[src/rtl/booth_pp_accumulator.sv]
// Serial radix-4 Booth back end: accumulates one recoded digit per cycle.
// Optional BOOTH_DIGIT_CHECK_EN flags illegal one=zero=1 digits on err.
module booth_pp_accumulator #(
  parameter int WIDTH = 8
) (
  input  logic               clk,
  input  logic               rst,
  input  logic               start,
  input  logic [WIDTH-1:0]   x,
  input  logic               dig_valid,
  input  logic               one,
  input  logic               neg,
  input  logic               zero,
  output logic               busy,
  output logic               done,
  output logic [2*WIDTH-1:0] product,
  output logic               err
);

  localparam int DIGITS = WIDTH / 2 + 1;
  localparam int AW     = 2 * WIDTH + 3;
  localparam int CW     = $clog2(DIGITS);

  typedef enum logic [1:0] {
    IDLE,
    RUN,
    DONE
  } state_t;

  state_t state_q, state_d;

  logic [WIDTH-1:0]     xr;
  logic signed [AW-1:0] acc;
  logic signed [AW-1:0] xe;
  logic signed [AW-1:0] mag;
  logic signed [AW-1:0] term;
  logic signed [AW-1:0] sum;
  logic [CW-1:0]        cnt;
  logic                 accept;
  logic                 take;
  logic                 last;

  assign accept = start && (state_q != RUN);
  assign take   = dig_valid && (state_q == RUN);
  assign last   = (cnt == CW'(DIGITS - 1));

  // Partial product d*xr placed at weight 4^cnt
  always_comb begin
    xe   = AW'(xr);
    mag  = one ? xe : (xe <<< 1);
    term = '0;
    if (!zero) term = neg ? -mag : mag;
    sum  = acc + (term <<< {cnt, 1'b0});
  end

  always_comb begin
    state_d = state_q;
    unique case (state_q)
      IDLE: if (start) state_d = RUN;
      RUN:  if (take && last) state_d = DONE;
      DONE: state_d = start ? RUN : IDLE;
      default: state_d = IDLE;
    endcase
  end

  always_ff @(posedge clk or posedge rst) begin
    if (rst) state_q <= IDLE;
    else     state_q <= state_d;
  end

  always_ff @(posedge clk or posedge rst) begin
    if (rst) begin
      xr      <= '0;
      acc     <= '0;
      cnt     <= '0;
      product <= '0;
    end else if (accept) begin
      xr  <= x;
      acc <= '0;
      cnt <= '0;
    end else if (take) begin
      acc <= sum;
      cnt <= cnt + 1'b1;
      if (last) product <= sum[2*WIDTH-1:0];
    end
  end

  assign busy = (state_q == RUN);
  assign done = (state_q == DONE);

`ifdef BOOTH_DIGIT_CHECK_EN
  logic err_q;

  always_ff @(posedge clk or posedge rst) begin
    if (rst)                       err_q <= 1'b0;
    else if (accept)               err_q <= 1'b0;
    else if (take && one && zero)  err_q <= 1'b1;
  end

  assign err = err_q;
`else
  assign err = 1'b0;
`endif

endmodule

[config.mk]
export PLATFORM = sky130hd
export DESIGN_NAME = booth_pp_accumulator
export DESIGN_NICKNAME = d
export VERILOG_FILES = /design/src/rtl/booth_pp_accumulator.sv
export SDC_FILE = /design/constraint.sdc
export NUM_CORES = 1
export LEC_CHECK = 0
export CORE_MARGIN = 4
export CORE_UTILIZATION = 50
export DETAILED_ROUTE_END_ITERATION = 6
export PLACE_DENSITY = 0.8
export REMOVE_ABC_BUFFERS = 1
export SYNTH_ARGS = -nofsm -noshare
export SYNTH_HDL_FRONTEND = slang
export SYNTH_SLANG_ARGS = --single-unit
export TNS_END_PERCENT = 30
[constraint.sdc]
create_clock -name clk -period 4.7 [get_ports clk]
set_input_delay 0.47 -clock clk [delete_from_list [all_inputs] [get_ports clk]]
set_output_delay 0.47 -clock clk [all_outputs]
set_load 0.01 [all_outputs]
# Yosys cells after proc, flatten, opt, wreduce, memory -nomap -nowiden
# Cells that the tools add are included.
# word_totals
reg_bits	48
latchBits	0
ramBits	0
rom_bits	0
in_bits	15
output_inout_bits	19
wordCells	34
n_memories	0
# classes
add_sub_neg	3
mul	0
div_mod_pow	0
n_lt_le_gt_ge	0
eq_ne	6
n_shift	1
muxes	11
bitwise	1
n_reduce_logical	7
# op_table
op	count
$mux W19	4
$add A19 B19 Y19	1
$neg A9 Y19	1
$sshl A19 B4 Y19	1
$mux W9	1
$mux W3	2
$pmux W2 S3	1
$mux W2	2
$ne A2 B1 Y1 const B	2
$add A3 B1 Y3 const B	1
$eq A3 B3 Y1 const B	1
$logic_and A1 B1 Y1	3
$reduce_and A3 Y1	1
$eq A2 B1 Y1 const B	1
$eq A2 B2 Y1 const B	1
$logic_not A2 Y1	1
$ne A2 B2 Y1 const B	1
$reduce_and A2 Y1	1
$reduce_bool A2 Y1	1
$mux W1	1
$not A1 Y1	1

# Depth between registers and ports, before layout
# logic_depth
word_depth	8
ltp_mapped	20

# Worst setup path after synthesis
# No wires, ideal clock.
# synth_path
path_type	input -> register
startpoint	in one
endpoint	reg acc[15]
setup_time_ns	0.069
arrival_ns	4.128
t_required_ns	4.631
setup_slack_ns	0.504
path_stages	19
n_path_buf	2
cell_sequence	clkbuf_1 -> clkbuf_1 -> nand2_1 -> ha_1 -> a41oi_1 -> o21ai_0 -> or3_1 -> o21ai_0 -> o21ai_0 -> o21ai_0 -> ha_1 -> a21o_1 -> a21o_1 -> a31o_2 -> o311a_1 -> o22ai_4 -> xnor2_1 -> or3_1 -> nand3_1
# synth_between
elab_chain_len	8
# synth_rtl
element	line	rtl
start: declaration	11	input logic one,
$mux W9 (*)	50	mag = one ? xe : (xe <<< 1);
$neg A9 Y19	52	if (!zero) term = neg ? -mag : mag;
$mux W19 (*) (2 in a row)	52	
$sshl A19 B4 Y19 (*)	53	sum = acc + (term <<< {cnt, 1'b0});
$add A19 B19 Y19 (*)	53	
$mux W19 (*)	81	end else if (take) begin
$mux W19 (*)	77	end else if (accept) begin
end signal: assignment	82	acc <= sum;
end: declaration	33	logic signed [AW-1:0] acc;
# Mark *: on every way between the ends. The rest lies on a longest branch, timed or not. The select of a mux whose other input is x is not followed.
# A chain may end at the register's enable or synchronous reset.

# Final worst setup path
# Same ends and word-level chain as after synthesis.

==> results.tsv <==
stage	metric	value	unit
clock_network	H-tree lvl count	2	
pwr	sequential share of power	28.8	%
place	DPL Wire Length	5740	um
yosys	Compound-Gate Fraction of Synth Area	25.2	%
min_path	worst min path class	reg -> reg	
finish	share of cells above drive strength 1	10.9	%
yosys	Synth Flop Type	dfrtp_1	
floorplanning	Die Ht	88.3	um
min_path	HP Start	product[9]	
worst_setup_path	crit-path max FO	21	
routing	DR pass1 iterations	5	
yosys	#FFs+latches synth	45	
pwr	combinational share of power	59.8	%
sta	Rel. slew slack	37.8	%
grt	vias in the first global route	2930	
yosys	main combinational cell family by area after synthesis	compound AO/OA/AOI/OAI gates	
worst_setup_path	Worst setup EP type	register	
worst_setup_path	worst r2r path cells	16	
clock_network	CTS max path bufs	2	
yosys	top cells by area, synth	dfrtp_1 (35%), ha_1 (7.0%), nand2_1 (6.8%)	
pwr	Power per Cell Area	681	nW/um^2
flow_run	Max Cap Viol	0	
grt	first-pass GRT wire length	13600	um
yosys	multiplexer share of the synthesized area	5.79	%
pwr	total chip power	2.54	mW
pwr	clock share of power	11.4	%
sta	Final WS setup	0.251	ns
grt	initial antenna violation count	0	
sta	TNS Setup	0	ns
worst_setup_path	crit path DAT	4.69	ns
place	routability cong.	0.912	
yosys	area share of fa/ha/maj cells after synthesis	7.61	%
pwr	Switch Pwr	1.11	mW
grt	largest net degree at the start of global routing	46	
pwr	internal power	1.43	mW
yosys	post-synthesis simple-gate area fraction	17.6	%
clock_network	hold-fix buffers at CTS	0	
place	placed insts	471	
sta	Max Transition Viols Final	0	
floorplanning	Initial Utilization	52.8	%
finish	Final Cell Area	3730	um^2
sta	Slew @ Worst Pin	0.931	ns
sta	Final setup viols	0	
clock_network	postcts setup bufs	0	
worst_setup_path	reg2reg start	xr[0]	
finish	fin cells	478	
min_path	Hold Crit Depth	2	
yosys	cell count after synthesis	375	
sta	worst hold slack	0.479	ns
finish	area growth from synthesis to layout	15.8	%
worst_setup_path	CP startpoint kind	input port	
sta	Final period util	94.7	%
pwr	worst vdd ir	347	uV
floorplanning	placeable core area	6100	um^2
yosys	syn_area_per_cell	8.59	um^2
worst_setup_path	Setup Crit Path Kind	in -> reg	
clock_network	CTS sink cnt	45	
yosys	dominant cell type by area after synthesis	dfrtp_1	
place	Buffers on Ports	32	
routing	drt total wl	7810	um
finish	Final Util	61.2	%
pwr	Sw Ratio	43.7	%
yosys	post-synthesis cell area	3220	um^2
yosys	Synth Warn #	0	
finish	nets@finish	437	
yosys	Synth top area share	35.0	%
clock_network	Reg clk slew, reported paths	0.09	ns
place	post-placement cell area	3630	um^2
floorplanning	width of the chip	88.3	um
routing	wire per inst	16.3	um
yosys	post-synthesis xor/xnor area fraction	4.35	%
clock_network	Clk Tree Root Cell	clkbuf_8	
yosys	synth unique cells	54	
floorplanning	IO Count	34	
routing	DR iter-0 viols	250	
yosys	post-synthesis sequential area ratio	35.0	%
grt	All-Layer GR Usage	21.8	%
yosys	Post-synth EDFFs	0	
routing	DR vias	2926	
finish	Diodes inserted	0	
routing	Antenna Violating Nets Remaining	0	
grt	total congestion overflow	0	
clock_network	post_cts resized	0	
sta	fmax	225	MHz
run_status	status	complete, no violations	
clock_network	clock latency on the worst-skew pair	0.30	ns
sta	RSZ-0062 raised after global routing	false	
yosys	asr flop ratio synth	100	%
worst_setup_path	critical path data required time	4.94	ns
pwr	Pleak	1.70	nW
floorplanning	total die area	7790	um^2
place	DP Worst Slack	-0.0395	ns
worst_setup_path	R2R setup slack	0.53	ns
routing	DR DRC count	0	
worst_setup_path	reg-to-reg endpoint	acc[15]	
sta	Hold Fails Final Rpt	0	
sta	Tmin final	4.45	ns
clock_network	CTS buffer count	5	
routing	via-per-instance ratio	6.12	
clock_network	CTS tree	yes	
min_path	Hold Path Sink	product[9]	
floorplanning	num rows	28	
sta	Setup Skew	0.00927	ns
## worst max-delay path by stage
stage | startpoint | endpoint | slack [ns]
after detailed placement | one | acc[15] | -0.04
after global placement | one | acc[15] | 0.007
after CTS | one | acc[15] | 0.29
final | one | acc[15] | 0.25
after global routing | one | acc[15] | 0.02
after floorplan | one | acc[15] | 0.87
## layout by cell type (no fill, tap or decap), drive strengths merged, types with 3 or more instances in the layout
cell type and count:
a211o 3, a211oi 4, a21o 4, a21oi 23, a22o 11, a2bb2oi 3, a31o 5, a31oi 3
buf 10, clkbuf 5, clkdlybuf4s50 32, dfrtp 45, ha 18, inv 15, mux2 13, mux2i 4
nand2 58, nand2b 6, nand3 9, nor2 19, nor2b 5, nor3 13, o211ai 4, o21a 5
o21ai 28, o22ai 4, or2 3, or3 3, xnor2 11, xor2 5
## layer usage
metal  share of wire, %  vias to the layer above  global-route usage (%)
li1                   -                     1414                       -
met4               0.61                        0                    4.67
met1                 45                     1412                    28.1
met3                6.0                        6                    4.93
met2                 49                       94                    37.6
met5                  0                        -                       0
## critical path, stage by stage
cell and delay, ns:
clkdlybuf4s50_1 0.49, buf_4 0.24, nand2_1 0.12, ha_1 0.27, a41oi_1 0.25, o21ai_0 0.12
or3_1 0.38, o21ai_0 0.27, o21ai_0 0.11, o21ai_0 0.08, ha_1 0.26, a21o_1 0.18
a21o_1 0.16, a31o_2 0.23, o311a_1 0.38, o22ai_4 0.16, xnor2_1 0.10, or3_1 0.31
nand3_1 0.09
## registers in the layout (all words and copies together), names as in the netlist
name     count
acc         16
cnt          3
state_q      2
product     16
xr           8
## power groups by stage
stage,Combinational [mW],Clock [mW],Sequential [mW]
5_1_grt,1.68,0.314,0.763
2_1_floorplan,1.05,0,0.728
4_1_cts,1.51,0.297,0.730
6_report,1.52,0.289,0.732
3_3_place_gp,1.46,0,0.727
3_5_place_dp,1.50,0,0.737
## kinds of logic after synthesis
| group | count (synthesis) |
|---|---|
| simple gates | 125 |
| other cells | 1 |
| compound gates | 116 |
| xor+xnor | 16 |
| mux | 17 |
| flops | 45 |
| buf+inv | 36 |
| fa+ha+maj | 19 |
## synthesized netlist by cell type (3+ instances only)
cell type / n
a211o_1: 3
a211oi_1: 4
a21o_1: 4
a21oi_1: 23
a22o_1: 11
a2bb2oi_1: 3
a31o_2: 5
clkbuf_1: 19
dfrtp_1: 45
ha_1: 18
inv_1: 15
mux2_2: 13
mux2i_1: 4
nand2_1: 58
nand2b_1: 6
nand3_1: 9
nor2_1: 19
nor2b_1: 5
nor3_1: 13
o211ai_1: 4
o21a_1: 5
o21ai_0: 26
o22ai_1: 3
or2_2: 3
or3_1: 3
xnor2_1: 11
xor2_1: 5
## layout make-up
type / instances / area [um^2]
fillers: 537 / 2370
inverters: 15 / 56.3
clock inverters: 2 / 35.0
well taps: 75 / 93.8
repair buffers: 42 / 395
clock buffers: 5 / 68.8
multi-input cells: 294 / 1950
flip-flops and latches: 45 / 1130
Power figures use the tool's default switching activity.
